[config.mk]
export PLATFORM = sky130hd
export DESIGN_NAME = multi_debounce
export DESIGN_NICKNAME = d
export VERILOG_FILES = /design/src/rtl/multi_debounce.sv
export SDC_FILE = /design/constraint.sdc
export NUM_CORES = 1
export LEC_CHECK = 0
export ABC_AREA = 0
export BUFFER_PORTS_ARGS = -buffer_cell sky130_fd_sc_hd__clkbuf_2
export CAP_MARGIN = 0
export CORE_MARGIN = 1
export CORE_UTILIZATION = 60
export DETAILED_ROUTE_END_ITERATION = 16
export PLACE_DENSITY = 0.79
export RECOVER_POWER = 100
export SKIP_CTS_REPAIR_TIMING = 1
export SYNTH_ARGS = -nofsm -noshare
export SYNTH_HDL_FRONTEND = slang
export SYNTH_SLANG_ARGS = --single-unit
[constraint.sdc]
create_clock -name Clk -period 3.2 [get_ports Clk]
set_input_delay 0.16 -clock Clk [delete_from_list [all_inputs] [get_ports Clk]]
set_output_delay 0.16 -clock Clk [all_outputs]
set_load 0.02 [all_outputs]
[src/rtl/multi_debounce.sv]
// -----------------------------------------------------------------------------
// multi_debounce
//
// N independent pushbutton channels. Each channel has:
//   * a 2-FF synchroniser for the raw asynchronous button level,
//   * a symmetric debounce filter (press and release both filtered),
//   * registered one-cycle Press / Release pulses,
//   * an optional auto-repeat pulse generator while the button is held,
//   * a wrapping event counter that counts Press and Repeat pulses.
//
// Ports:
//   Clk        in   1        system clock, all logic on the rising edge
//   Rst        in   1        synchronous active-high reset of every register
//   Buttons    in   N        raw button levels, bit i = channel i
//   RepeatEn   in   1        global auto-repeat enable
//   Clear      in   1        synchronous clear of all event counters
//   Debounced  out  N        filtered button levels
//   Press      out  N        one-cycle pulse on a debounced rising edge
//   Release    out  N        one-cycle pulse on a debounced falling edge
//   Repeat     out  N        one-cycle auto-repeat pulse
//   Counts     out  N*EVT_W  event counters, channel i at [i*EVT_W +: EVT_W]
// -----------------------------------------------------------------------------
module multi_debounce #(
    parameter int N               = 5,
    parameter int DEBOUNCE_CYCLES = 131072,
    parameter int REPEAT_DELAY    = 50000000,
    parameter int REPEAT_PERIOD   = 10000000,
    parameter int EVT_W           = 8
) (
    input  logic               Clk,
    input  logic               Rst,
    input  logic [N-1:0]       Buttons,
    input  logic               RepeatEn,
    input  logic               Clear,
    output logic [N-1:0]       Debounced,
    output logic [N-1:0]       Press,
    output logic [N-1:0]       Release,
    output logic [N-1:0]       Repeat,
    output logic [N*EVT_W-1:0] Counts
);

    // Debounce counter only has to reach DEBOUNCE_CYCLES-1.
    localparam int DB_W = $clog2(DEBOUNCE_CYCLES);
    localparam logic [DB_W-1:0] DB_LAST = DB_W'(DEBOUNCE_CYCLES - 1);

    // One repeat counter serves both phases, so size it for the longer one.
    localparam int RC_MAX = (REPEAT_DELAY > REPEAT_PERIOD) ? REPEAT_DELAY : REPEAT_PERIOD;
    localparam int RC_W   = $clog2(RC_MAX);
    localparam logic [RC_W-1:0] RD_LAST = RC_W'(REPEAT_DELAY - 1);
    localparam logic [RC_W-1:0] RP_LAST = RC_W'(REPEAT_PERIOD - 1);

    typedef enum logic {
        RPT_DELAY = 1'b0,   // waiting for the first repeat after Press
        RPT_RATE  = 1'b1    // issuing repeats every REPEAT_PERIOD cycles
    } rpt_phase_t;

    // -------------------------------------------------------------------------
    // Two-stage synchroniser, shared vector for all channels.
    // -------------------------------------------------------------------------
    logic [N-1:0] r_sync1;
    logic [N-1:0] r_sync2;

    // NOTE: clocked state uses non-blocking (<=) so every register samples the
    // pre-edge values of the others; blocking here would collapse the 2-FF chain.
    always_ff @(posedge Clk) begin
        if (Rst) begin
            r_sync1 <= '0;
            r_sync2 <= '0;
        end else begin
            r_sync1 <= Buttons;
            r_sync2 <= r_sync1;
        end
    end

    // -------------------------------------------------------------------------
    // Per-channel filter, edge pulses, auto-repeat and event counter.
    // -------------------------------------------------------------------------
    for (genvar g = 0; g < N; g++) begin : g_ch
        logic [DB_W-1:0]  r_db_cnt;
        logic             r_deb;
        logic             r_press;
        logic             r_rel;

        rpt_phase_t       r_phase;
        rpt_phase_t       w_phase_nxt;
        logic [RC_W-1:0]  r_rc;
        logic [RC_W-1:0]  w_rc_nxt;
        logic             r_rep;
        logic             w_rep_nxt;

        logic [EVT_W-1:0] r_cnt;

        // Debounce filter: any cycle where the synchronised level agrees with
        // the filtered level restarts the count, so only an unbroken run of
        // DEBOUNCE_CYCLES disagreeing samples changes the output. Press and
        // Release are produced on the same edge that updates r_deb.
        always_ff @(posedge Clk) begin
            if (Rst) begin
                r_db_cnt <= '0;
                r_deb    <= 1'b0;
                r_press  <= 1'b0;
                r_rel    <= 1'b0;
            end else begin
                r_press <= 1'b0;
                r_rel   <= 1'b0;
                if (r_sync2[g] == r_deb) begin
                    r_db_cnt <= '0;
                end else if (r_db_cnt == DB_LAST) begin
                    r_deb    <= r_sync2[g];
                    r_db_cnt <= '0;
                    r_press  <= r_sync2[g];
                    r_rel    <= ~r_sync2[g];
                end else begin
                    r_db_cnt <= r_db_cnt + DB_W'(1);
                end
            end
        end

        // Auto-repeat next-state logic. While released or disabled the counter
        // is held at zero in DELAY; r_deb is still 0 on the Press edge, so the
        // Press cycle always starts with rc=0 and a full REPEAT_DELAY ahead.
        // NOTE: every always_comb output gets a default first; a path that
        // leaves one unassigned would infer a latch.
        always_comb begin
            w_phase_nxt = r_phase;
            w_rc_nxt    = r_rc;
            w_rep_nxt   = 1'b0;
            if (!r_deb || !RepeatEn) begin
                w_phase_nxt = RPT_DELAY;
                w_rc_nxt    = '0;
            end else begin
                case (r_phase)
                    RPT_DELAY: begin
                        if (r_rc == RD_LAST) begin
                            w_rep_nxt   = 1'b1;
                            w_rc_nxt    = '0;
                            w_phase_nxt = RPT_RATE;
                        end else begin
                            w_rc_nxt = r_rc + RC_W'(1);
                        end
                    end
                    RPT_RATE: begin
                        if (r_rc == RP_LAST) begin
                            w_rep_nxt = 1'b1;
                            w_rc_nxt  = '0;
                        end else begin
                            w_rc_nxt = r_rc + RC_W'(1);
                        end
                    end
                endcase
            end
        end

        always_ff @(posedge Clk) begin
            if (Rst) begin
                r_phase <= RPT_DELAY;
                r_rc    <= '0;
                r_rep   <= 1'b0;
            end else begin
                r_phase <= w_phase_nxt;
                r_rc    <= w_rc_nxt;
                r_rep   <= w_rep_nxt;
            end
        end

        // Event counter: counts the cycle after a Press or Repeat pulse.
        // Clear takes precedence over a coincident increment.
        always_ff @(posedge Clk) begin
            if (Rst || Clear) begin
                r_cnt <= '0;
            end else if (r_press || r_rep) begin
                r_cnt <= r_cnt + EVT_W'(1);
            end
        end

        assign Debounced[g]               = r_deb;
        assign Press[g]                   = r_press;
        assign Release[g]                 = r_rel;
        assign Repeat[g]                  = r_rep;
        assign Counts[g*EVT_W +: EVT_W]   = r_cnt;
    end

endmodule

==> impl_metrics.csv <==
group,metric,value,unit
clock_tree,clk_pin_slew,60,ps
clock_tree,cts_max_path_buffers,3,
critical_path,critPathCaptureType,"flop",
timing,setup_tns,0,ps
synth,ys_seq_elements,290,
drt,vias,9531,
die,core.rowCount,52,
status,status,"finished with violations",
critical_path,r2r-start,"g_ch[3].r_rc[0]",
critical_path,crit_slowest_cell,"o21bai_1",
clock_tree,cts_htree_levels,1,
critical_path,worst_r2r_path_depth,7,
synth,synth_compound_area_share,2.60,%
timing,finalMaxSlewViolations,41,
drt,drcViolationCount,0,
synth,synth_top_cell_area_share,46.9,%
timing,rsz0062_at_grt,"false",
place,portBuffers,68,
critical_path,path_buf_inv,1,
critical_path,crit_start,"g_ch[3].r_rc[0]",
timing,hold_slack,168,ps
timing,period_minus_slack,2570,ps
place,place_hpwl,15700,um
run,drv_cap,1,
worst_hold_path,min_path_type,"in2reg",
place,gp_congestion,0.882,
synth,synth_top_family_by_area,"simple AND/OR/NAND/NOR gates",
synth,synth_xor_area_share,14.6,%
final_layout,syn_to_final_growth,10.7,%
power,p_int,0.00570,W
timing,setup_viol,0,
final_layout,reg_top3,"g_ch.r_rc (130), g_ch.r_db_cnt (85), g_ch.r_cnt (40)",
critical_path,crit_type,"reg2reg",
global_routing,grt_pass1_vias,9004,
synth,synthTopCellsByCount,"290 x dfxtp_1, 275 x nor2_1, 117 x xor2_1",
synth,muxShareOfSynthArea,0.809,%
synth,synth_fa_ha_area_share,2.53,%
power,cellPowerDensity,519,mW/mm^2
final_layout,drive_above_1_share,4.70,%
timing,slew_headroom,-56.5,%
synth,avgSynthCellArea,8.85,um^2
synth,syn_inst,1398,
die,initial_core_util,61.1,%
synth,post-synth-top-count-cell,"dfxtp_1",
timing,fmaxAchievable,0.389,GHz
critical_path,crit_family,"simple AND/OR/NAND/NOR gates",
global_routing,grt_pass1_wl,40600,um
synth,synth_top_flop_cell,"dfxtp_1",
final_layout,post-route-util,67.7,%
drt,viasPerCell,5.48,
power,clkPwrFrac,48.3,%
status,violations,"max-capacitance violations, max-slew violations",
power,p_leak,4.42,nW
die,ios,69,
die,die_w,146,um
synth,synth.distinct_cells,42,
critical_path,max_stage_delay,490,ps
global_routing,grt_max_degree,41,
timing,fin_skew,11.3,ps
synth,synth_top_area_cell,"dfxtp_1",
global_routing,grt.overflow.total,0,
synth,ys_warn_count,0,
drt,drt_pass1_iterations,5,
critical_path,cp_max_fo,8,
final_layout,largest_reg_flops,130,
final_layout,final_nets,1480,
critical_path,cp_cell_sequence,"ha_1 -> nand3_1 -> nor4_1 -> a31oi_1 -> o21bai_1 -> clkbuf_1 -> nor2_1",
synth,synth_edf_count,0,
clock_tree,cts_tree,"yes",
synth,async_flop_share,0,%
synth,yosys.area_share.simple,29.2,%
drt,drtIter0Drc,483,
synth,ys_top_cells_by_area,"dfxtp_1 47%, nor2_1 8.3%, xor2_1 8.3%",
global_routing,grt_usage,22.4,%
power,swShare,19.8,%
clock_tree,cts_buffers,29,
power,switchingPower,0.00141,W
worst_hold_path,holdPathStages,5,
power,vdd_drop_max,0.402,mV
global_routing,antenna_found_initial,0,
critical_path,cp.depth,7,
final_layout,finalInstanceArea,0.0137,mm^2
timing,finalHoldViolCount,0,
die,die-area,0.0212,mm^2
drt,ant_nets,0,
critical_path,worstPathArrival,2980,ps
final_layout,max_flop_register,"g_ch.r_rc",
timing,finalCritPeriodShare,80.2,%
die,coreArea,0.0202,mm^2
clock_tree,cts_sinks,290,
die,dieHeight,146,um
place,place_area,0.0128,mm^2
timing,worst_pin_slew,2350,ps
worst_hold_path,hold_start,"Rst",
drt,wire_per_inst,13.5,um
clock_tree,clock_latency,540,ps
power,seqPwrFrac,51.0,%
clock_tree,cts_root_buffer,"clkbuf_16",
critical_path,crit_path_start_kind,"flop",
critical_path,worst_ep_required_time,3610,ps
synth,synth_nets,1432,
synth,synth.cell_area,0.0124,mm^2
power,combPwrFrac,0.7,%
drt,routed_wl,23500,um
synth,yosysSeqAreaShare,46.9,%
final_layout,n_antenna_cell,0,
==> power by group through the flow <==
stage	logic, W	registers [W]	clock network, W
after floorplan	0.0000299	0.00370	0
after global placement	0.0000434	0.00370	0
after detailed placement	0.0000439	0.00370	0
after CTS	0.0000442	0.00362	0.00351
after global routing	0.0000525	0.00362	0.00367
final	0.0000471	0.00362	0.00343
==> stage by stage <==
stage / total power, W / setup WS [ps] / std cells
2_1_floorplan: 0.00373 / 816 / 1398
3_3_place_gp: 0.00375 / 774 / 1680
3_5_place_dp: 0.00375 / 694 / 1680
4_1_cts: 0.00717 / 676 / 1733
5_1_grt: 0.00734 / 325 / 1738
6_report: 0.00710 / 632 / 1738
==> placed cells by master (no fill, tap or decap), types with 4 or more instances in the layout <==
cell type      count
a21oi_1           26
and3_1            49
and4_1            13
clkbuf_1          68
clkbuf_16         29
clkbuf_2           8
clkbuf_8           7
clkinv_2           8
dfxtp_1          290
dlygate4sd3_1      5
ha_1              25
inv_1             26
mux2i_1           10
nand2_1           87
nand3_1           86
nand4_1           58
nand4b_1           5
nor2_1           275
nor2b_1           11
nor3_1            34
nor4_1            27
nor4b_1            6
nor4bb_1          11
o21ai_0           24
or2_2              5
or3_1             33
or4_1              4
xnor2_1           89
xor2_1           117
==> cell families (layout without fill, tap and decap cells) <==
logic type	Yosys count	after routing
DFF	290	290
AOI/OAI and AO/OA	59	59
and+or+nand+nor	721	721
xor gates and xnor gates	206	206
buffers and inverters	87	157
muxes	10	10
adders and majority gates	25	25
==> worst min-delay path, cell delays in order <==
cell and delay (ps):
clkbuf_1 90, nor2b_1 50, buf_4 190, nand2_1 110
a21oi_1 50
==> layer usage <==
metal / track usage [%] / vias to the layer above / part of all wire (%)
met5: 0 / - / 0
met2: 37.6 / 200 / 46
li1: - / 4854 / -
met4: 8.84 / 0 / 3.3
met3: 2.95 / 54 / 3.7
met1: 29.2 / 4423 / 47
==> worst paths after layout <==
path	to	slack (ps)
setup reg to reg	g_ch[3].r_rc[3]	630
hold / removal	g_ch[0].r_phase	170
hold reg to reg	r_sync2[4]	430
setup / recovery	g_ch[3].r_rc[3]	630
==> layout make-up <==
| class | count | area, um^2 |
|---|---|---|
| clock buffers | 40 | 837 |
| clock inverters | 13 | 148 |
| fillers | 1624 | 6540 |
| inverters | 26 | 97.6 |
| multi-input cells | 1021 | 6130 |
| flip-flops and latches | 290 | 5810 |
| well taps | 270 | 338 |
| repair buffers | 78 | 338 |
No activity file was read; power rests on OpenSTA's default activity.
